**src/rtl/demux_sched_pkg.sv**
```systemverilog
// Shared constants for the demux lane scheduler: FSM encoding, lane ids, default widths.
package demux_sched_pkg;

  typedef logic [1:0] state_t;

  localparam state_t ST_IDLE   = 2'd0;
  localparam state_t ST_ACTIVE = 2'd1;
  localparam state_t ST_STALL  = 2'd2;

  localparam logic LANE0 = 1'b0;
  localparam logic LANE1 = 1'b1;

  localparam int DEF_DATA_W = 8;
  localparam int DEF_CNT_W  = 8;

  function automatic logic other_lane(input logic lane);
    return ~lane;
  endfunction

endpackage

```
**src/rtl/lane_counter.sv**
```systemverilog
// CNT_W event counter with increment enable; sat_en selects saturate-at-all-ones instead of wrap.
module lane_counter #(
  parameter int CNT_W = 8
) (
  input  logic             clk,
  input  logic             rst_n,
  input  logic             inc_en,
  input  logic             sat_en,
  output logic [CNT_W-1:0] count
);

  logic [CNT_W-1:0] count_r;
  logic [CNT_W-1:0] count_nxt_s;

  // next count: hold, wrap-increment, or stick at all-ones
  always_comb begin
    count_nxt_s = count_r;
    if (!inc_en) begin
      count_nxt_s = count_r;
    end else if (sat_en && (count_r == {CNT_W{1'b1}})) begin
      count_nxt_s = count_r;
    end else begin
      count_nxt_s = count_r + {{(CNT_W-1){1'b0}}, 1'b1};
    end
  end

  // counter register
  always_ff @(posedge clk or negedge rst_n) begin
    if (!rst_n) begin
      count_r <= {CNT_W{1'b0}};
    end else begin
      count_r <= count_nxt_s;
    end
  end

  assign count = count_r;

endmodule

```
**src/rtl/demux_lane_sched.sv**
```systemverilog
// Byte-by-byte lane alternation onto the two demux lanes with per-lane pause back-pressure.
// Optional macro LANE_SKIP_EN: route around a paused lane instead of waiting for it.
module demux_lane_sched
  import demux_sched_pkg::*;
#(
  parameter int DATA_W = DEF_DATA_W,
  parameter int CNT_W  = DEF_CNT_W
) (
  input  logic              clk_4f,
  input  logic              reset_L,
  input  logic              enable,
  input  logic              valid_in,
  input  logic [DATA_W-1:0] data_in,
  output logic              ready_out,
  input  logic              pause0,
  input  logic              pause1,
  output logic              validout0,
  output logic              validout1,
  output logic [DATA_W-1:0] dataout0,
  output logic [DATA_W-1:0] dataout1,
  output logic              lane_ptr,
  output logic [CNT_W-1:0]  count0,
  output logic [CNT_W-1:0]  count1,
  output logic [CNT_W-1:0]  stall_cnt
);

  state_t            state_r;
  state_t            next_state_s;
  logic              lane_ptr_r;
  logic              lane_sel_s;
  logic              ready_s;
  logic              xfer_s;
  logic [1:0]        pause_s;
  logic              validout0_r;
  logic              validout1_r;
  logic [DATA_W-1:0] dataout0_r;
  logic [DATA_W-1:0] dataout1_r;

  assign pause_s = {pause1, pause0};
  assign xfer_s  = valid_in && ready_s;

  // FSM state register
  always_ff @(posedge clk_4f or negedge reset_L) begin
    if (!reset_L) begin
      state_r <= ST_IDLE;
    end else begin
      state_r <= next_state_s;
    end
  end

  // FSM next-state logic; dropping enable always wins
  always_comb begin
    next_state_s = state_r;
    case (state_r)
      ST_IDLE: begin
        if (enable) next_state_s = ST_ACTIVE;
        else        next_state_s = ST_IDLE;
      end
      ST_ACTIVE: begin
        if (!enable)                 next_state_s = ST_IDLE;
        else if (valid_in && !ready_s) next_state_s = ST_STALL;
        else                         next_state_s = ST_ACTIVE;
      end
      ST_STALL: begin
        if (!enable)                  next_state_s = ST_IDLE;
        else if (xfer_s || !valid_in) next_state_s = ST_ACTIVE;
        else                          next_state_s = ST_STALL;
      end
      default: next_state_s = ST_IDLE;
    endcase
  end

  // FSM outputs: ready and lane selection (enable gates ready so a falling enable blocks the edge)
  always_comb begin
    lane_sel_s = lane_ptr_r;
    ready_s    = 1'b0;
`ifdef LANE_SKIP_EN
    if (pause_s[lane_ptr_r] && !pause_s[other_lane(lane_ptr_r)]) begin
      lane_sel_s = other_lane(lane_ptr_r);
    end else begin
      lane_sel_s = lane_ptr_r;
    end
    if ((state_r != ST_IDLE) && enable && !(pause0 && pause1)) begin
      ready_s = 1'b1;
    end else begin
      ready_s = 1'b0;
    end
`else
    if ((state_r != ST_IDLE) && enable && !pause_s[lane_ptr_r]) begin
      ready_s = 1'b1;
    end else begin
      ready_s = 1'b0;
    end
`endif
  end

  // lane data/strobe registers and next-lane pointer (pointer survives IDLE)
  always_ff @(posedge clk_4f or negedge reset_L) begin
    if (!reset_L) begin
      lane_ptr_r  <= LANE0;
      validout0_r <= 1'b0;
      validout1_r <= 1'b0;
      dataout0_r  <= {DATA_W{1'b0}};
      dataout1_r  <= {DATA_W{1'b0}};
    end else begin
      validout0_r <= xfer_s && (lane_sel_s == LANE0);
      validout1_r <= xfer_s && (lane_sel_s == LANE1);
      if (xfer_s && (lane_sel_s == LANE0)) dataout0_r <= data_in;
      else                                 dataout0_r <= dataout0_r;
      if (xfer_s && (lane_sel_s == LANE1)) dataout1_r <= data_in;
      else                                 dataout1_r <= dataout1_r;
      if (xfer_s) lane_ptr_r <= other_lane(lane_sel_s);
      else        lane_ptr_r <= lane_ptr_r;
    end
  end

  lane_counter #(.CNT_W(CNT_W)) u_count0 (
    .clk    (clk_4f),
    .rst_n  (reset_L),
    .inc_en (xfer_s && (lane_sel_s == LANE0)),
    .sat_en (1'b0),
    .count  (count0)
  );

  lane_counter #(.CNT_W(CNT_W)) u_count1 (
    .clk    (clk_4f),
    .rst_n  (reset_L),
    .inc_en (xfer_s && (lane_sel_s == LANE1)),
    .sat_en (1'b0),
    .count  (count1)
  );

  lane_counter #(.CNT_W(CNT_W)) u_stall (
    .clk    (clk_4f),
    .rst_n  (reset_L),
    .inc_en (state_r == ST_STALL),
    .sat_en (1'b1),
    .count  (stall_cnt)
  );

  assign ready_out = ready_s;
  assign validout0 = validout0_r;
  assign validout1 = validout1_r;
  assign dataout0  = dataout0_r;
  assign dataout1  = dataout1_r;
  assign lane_ptr  = lane_ptr_r;

endmodule

```
**config.mk**
```make
export PLATFORM = sky130hd
export DESIGN_NAME = demux_lane_sched
export DESIGN_NICKNAME = d
export VERILOG_FILES = /design/src/rtl/demux_sched_pkg.sv /design/src/rtl/lane_counter.sv /design/src/rtl/demux_lane_sched.sv
export SDC_FILE = /design/constraint.sdc
export NUM_CORES = 1
export LEC_CHECK = 0
export CORE_ASPECT_RATIO = 0.8
export CORE_MARGIN = 2
export CORE_UTILIZATION = 47
export CTS_CLUSTER_SIZE = 14
export DETAILED_ROUTE_END_ITERATION = 16
export PLACE_DENSITY = 0.79
export SYNTH_ARGS = -nofsm -noshare
export SYNTH_HDL_FRONTEND = slang
export SYNTH_SLANG_ARGS = --single-unit
```
**constraint.sdc**
```tcl
create_clock -name clk_4f -period 2 [get_ports clk_4f]
set_input_delay 0.4 -clock clk_4f [delete_from_list [all_inputs] [get_ports clk_4f]]
set_output_delay 0.4 -clock clk_4f [all_outputs]
set_load 0.02 [all_outputs]
```
* Yosys cells after proc, flatten, opt, wreduce, memory -nomap -nowiden
Cells that the tools add are included.
W data, S select, Z words.
** Storage, ports and cells
- Output and inout bits :: 44
- Word-level logic and storage cells :: 40
- Input port bits :: 14
- Flip-flop bits (word level) :: 45
** Cells by class
- Reduce and logical (&&, ||, !) cells :: 13
- Bitwise operators :: 2
- Magnitude comparators :: 1
- Equal/unequal tests :: 3
- Multiplexer cells :: 9
- Add/subtract/negate cells :: 3
** Operator list (number)
- $add A8 B1 Y8 const B :: 3
- $eq A8 B8 Y1 const B :: 1
- $mux W2 :: 4
- $logic_and A1 B1 Y1 :: 6
- $pmux W2 S3 :: 1
- $mux W1 :: 4
- $logic_not A1 Y1 :: 3
- $eq A2 B1 Y1 const B :: 1
- $eq A2 B2 Y1 const B :: 1
- $logic_not A2 Y1 :: 1
- $lt A1 B2 Y1 const B :: 1
- $not A1 Y1 :: 2
- $reduce_and A2 Y1 :: 1
- $reduce_bool A2 Y1 :: 1
- $logic_or A1 B1 Y1 :: 1

* Depth between registers and ports, before layout
- Depth in word-level cells :: 10
- Depth in mapped cells :: 5
- Mapped depth without buffers :: 4

* Hierarchy
A second synthesis with hierarchy kept.
** Second synthesis, totals
- Cells, all modules :: 160
- Area total of the unflattened synthesis :: 2098.3 um^2
** By module, submodules not included
- lane_counter :: sequential area each 200.2 um^2, times used 3, cells each 34, area an instance 410.4 um^2
- demux_lane_sched :: sequential area each 525.5 um^2, times used 1, cells each 58, area an instance 867.1 um^2

* Worst setup path before layout
No wires, ideal clock.
- Kind :: reg-to-reg
- From :: reg u_stall.count_r[0] (netlist: u_stall.count[0])
- To :: reg u_stall.count_r[1] (netlist: u_stall.count[1])
- Data arrival time :: 1.550 ns
- Setup slack :: 0.325 ns
- Setup time :: 0.125 ns
- Clock period less this slack :: 1.675 ns
- Cell stages (with the launch flop) :: 5
- Cell sequence :: dfrtp_1 ha_1 nand3_1 o21ai_0 mux2_2
** On the way
- Longest elaborated chain between the ends :: 3
- Elaborated cells between the ends (all ways) :: 4
- Classes of those cells :: add/sub (1); eq/ne (1); bitwise (1); reduce/logical (1)
** RTL lines
- from (decl) :: line lane_counter.sv:12 : logic [CNT_W-1:0] count_r;
- from (signal assigned) :: line lane_counter.sv:30 : count_r <= {CNT_W{1'b0}};
- from (signal assigned) :: line lane_counter.sv:32 : count_r <= count_nxt_s;
- parallel branches: the longest is 3 deep, another holds $add A8 B1 Y8
Parallel ways; which one is timed is not known.
A chain may end at the register's enable or synchronous reset.

* Worst setup path after layout
- From :: in pause0
- To :: out ready_out
** On the way
- Longest elaborated chain between the ends :: 5
** RTL lines
- from (decl) :: line demux_lane_sched.sv:15 : input logic pause0,
- $mux W1 (not written as such) (2 in series) :: line demux_lane_sched.sv:89 : if ((state_r != ST_IDLE) && enable && !pause_s[lane_ptr_r]) begin
- $logic_not A1 Y1 :: line demux_lane_sched.sv:89
- $logic_and A1 B1 Y1 :: line demux_lane_sched.sv:89
- $mux W1 :: line demux_lane_sched.sv:89
- to (decl) :: line demux_lane_sched.sv:14 : output logic ready_out,
Every way passes these cells. The select of a mux whose other input is x is not followed.

==> results.cfg <==
[route]
totalWireLength_um = 4100
vias = 1408
dr.pass1.iters = 4
via_per_inst = 5.06
drc = 0
ant_nets = 0
drtIter0Drc = 144
avgRoutedWirePerCell_um = 14.7

[pwr]
internal_power_w = 0.00209
power_frac_clock_pct = 16.9
power_density_nw_per_um2 = 1130
sequentialPowerShare_pct = 42.9
power_frac_comb_pct = 40.2
p_leak_nw = 1.23
max-vdd-ir-drop_uv = 903
switching_share_pct = 34.0
p_sw_w = 0.00108
power_w = 0.00317

[clocking]
numCtsBuffers = 5
clockBufferDepth = 2
postCtsSetupRepairBufs = 0
ctsHtreeMaxLevel = 2
post_cts_resized = 1
root_buffer = clkbuf_8
clock_latency_ns = 0.29
cts.sinks = 45
cts_tree = yes
path_clk_slew_ns = 0.08
hold_buffers = 0

[floorplanning]
num_rows = 21
die_x_um = 77.4
ios = 58
dieArea_um2 = 4850
initial_core_util_pct = 48.8
core-area_um2 = 4150
fp.dieH_um = 62.7

[synth]
synthAdderAreaFrac_pct = 1.85
synthDistinctLibCells = 38
synth_compound_area_share_pct = 4.82
synth_area_per_cell_um2 = 13.4
synthSimpleGateAreaFrac_pct = 13.7
synthMuxAreaShare_pct = 12.9
syn_nets = 168
ys_ff_latch = 45
synth-seq-area-share_pct = 55.6
synth_xor_area_share_pct = 8.22
ys_warn_count = 0
syn_area_um2 = 2020
synth_top_family_by_area = simple AND/OR/NAND/NOR gates
postSynthCellCount = 151

[sta]
fmax_mhz = 519
fin_crit_sh_pct = 96.3
rsz0062_at_grt = no
fin_ws_ns = 0.0734
min_period_ns = 1.93
worst_pin_slew_ns = 0.431
hold_ws_ns = 0.0698
hold_viol = 0
setup_viol_count_final = 0
max_slew_margin_pct = 71.2
finalMaxSlewViolations = 0
fin_skew_ns = 0.00539

[global_route]
track_usage_pct = 18.9
grt_pass1_vias = 1539
antenna_found_initial = 0
grt_max_degree = 46
grt_pass1_wl_um = 7310
grt-ovfl-total = 0

[critical_path]
crit_arrival_ns = 1.53
crit_chain = clkdlybuf4s50_1 -> mux2i_2 -> and3b_1 -> clkdlybuf4s15_1
crit_required_ns = 1.60
crit_type = primary input to primary output
cpPeakStageDelay_ns = 0.44
cp-end-kind = primary output
crit_path_max_fanout = 2
start_kind = primary input
crit_slowest_cell = clkdlybuf4s50_1

[place]
dp_hpwl_um = 3000
io_buffer_count = 57
place_area_um2 = 2720
routabilityCongestion = 0.848
placed_cells = 270
preCtsSetupSlack_ns = -0.252

[layout]
area_growth_pct = 38.5
final_area_um2 = 2800
nets = 237
fin_cells = 278
drive_above_1_share_pct = 19.9
n_antenna_cell = 0

[run]
maxCapViolations = 0

[min_path]
hold_path.class = primary input to async pin

[status]
outcome = finished, final reports clean
## cell usage in the layout (no fill, tap or decap), types with 2 or more instances in the layout
cell type,n
clkdlybuf4s50_1,55
dfrtp_1,45
mux2_2,13
xnor2_1,12
buf_4,9
nand3_1,7
xor2_1,7
mux2_4,7
nand2_1,6
clkbuf_8,5
nor2_1,4
and4_1,4
nand4_1,4
a21oi_1,4
nor3_1,3
ha_1,3
inv_1,2
and3_1,2
nor4_1,2
nor3b_1,2
clkinv_2,2
buf_12,2
## cells in the mapped netlist, drive strengths merged
cell | number | area, um2
mux2i | 1 | 10.0
nor3b | 3 | 33.8
and4b | 1 | 10.0
nand3 | 7 | 35.0
a211oi | 1 | 7.51
o21ai | 1 | 5.00
o211ai | 1 | 21.3
a21oi | 4 | 20.0
xor2 | 7 | 61.3
inv | 2 | 7.51
nor4 | 2 | 12.5
nor2 | 4 | 15.0
and4 | 4 | 35.0
a2bb2oi | 1 | 8.76
nand2b | 1 | 6.26
nand4b | 1 | 8.76
nand3b | 1 | 7.51
a41oi | 1 | 8.76
mux2 | 20 | 251
nor3 | 4 | 25.0
and4bb | 1 | 12.5
ha | 3 | 37.5
buf | 6 | 51.3
and3 | 2 | 12.5
and3b | 1 | 8.76
o21a | 1 | 7.51
xnor2 | 12 | 105
nor2b | 1 | 6.26
o211a | 1 | 10.0
dfrtp | 45 | 1130
nand2 | 6 | 22.5
nand4 | 4 | 25.0
o2111ai | 1 | 8.76
## sequential cells by signal, indices dropped and copies added, names as in the netlist
| signal | flops |
|---|---|
| state_r | 2 |
| dataout0 | 8 |
| validout1 | 1 |
| u_count1.count | 8 |
| u_stall.count | 8 |
| validout0 | 1 |
| u_count0.count | 8 |
| dataout1 | 8 |
| lane_ptr | 1 |
## critical path: cells and delay by family
kind          cells  cell delay, ns
buf+inv           2            0.73
mux               1            0.21
simple gates      1            0.19
## logic make-up (layout without fill, tap and decap cells)
family | Yosys count | in the layout
xor+xnor | 19 | 19
simple gates | 43 | 43
flops | 45 | 45
mux | 21 | 21
compound gates | 12 | 12
fa+ha+maj | 3 | 3
buf+inv | 8 | 78
## through the flow
| stage | setup TNS, ns | util, % |
|---|---|---|
| 2_1_floorplan | 0 | - |
| 3_3_place_gp | -0.256 | 65.5 |
| 3_5_place_dp | -0.263 | 65.5 |
| 4_1_cts | 0 | 67.4 |
| 5_1_grt | 0 | 67.5 |
| 6_report | 0 | 67.5 |
## power groups by stage
| stage | registers, W | clock network (W) | logic (W) |
|---|---|---|---|
| 6_report | 0.00136 | 0.000535 | 0.00127 |
| 5_1_grt | 0.00141 | 0.000602 | 0.00136 |
| 4_1_cts | 0.00136 | 0.000551 | 0.00129 |
| 3_5_place_dp | 0.00138 | 0 | 0.00128 |
| 3_3_place_gp | 0.00136 | 0 | 0.00126 |
| 2_1_floorplan | 0.00164 | 0 | 0.000359 |
## layout make-up
cell class | instances | area (um2)
clock buffer | 6 | 72.6
inverter | 2 | 7.51
sequential | 45 | 1130
clock inverter | 2 | 10.0
fill | 349 | 1350
timing repair buffer | 68 | 673
tap | 57 | 71.3
multi-input combinational | 98 | 843
## metal layers
metal | part of all wire (%) | track usage, %
met1 | 45 | 24.3
met2 | 49 | 31.2
met3 | 5.2 | 5.20
met4 | 1.0 | 5.80
met5 | 0 | 0
## final timing paths
check                      slack [ns]                       endpoint                     startpoint  cells after the start
setup / recovery                 0.07                      ready_out                         pause0                      4
hold / removal                   0.07  u_count0.count[3]$_DFFE_PN0P_                        reset_L                      2
setup reg to reg                 0.31   u_stall.count[1]$_DFFE_PN0P_   u_stall.count[0]$_DFFE_PN0P_                      4
hold reg to reg                  0.47  u_count1.count[7]$_DFFE_PN0P_  u_count1.count[7]$_DFFE_PN0P_                      1
max in group asynchronous        1.72   u_stall.count[5]$_DFFE_PN0P_                        reset_L                      2
min in group clk_4f              0.47  u_count1.count[7]$_DFFE_PN0P_  u_count1.count[7]$_DFFE_PN0P_                      1
No activity file was read; power rests on OpenSTA's default activity.
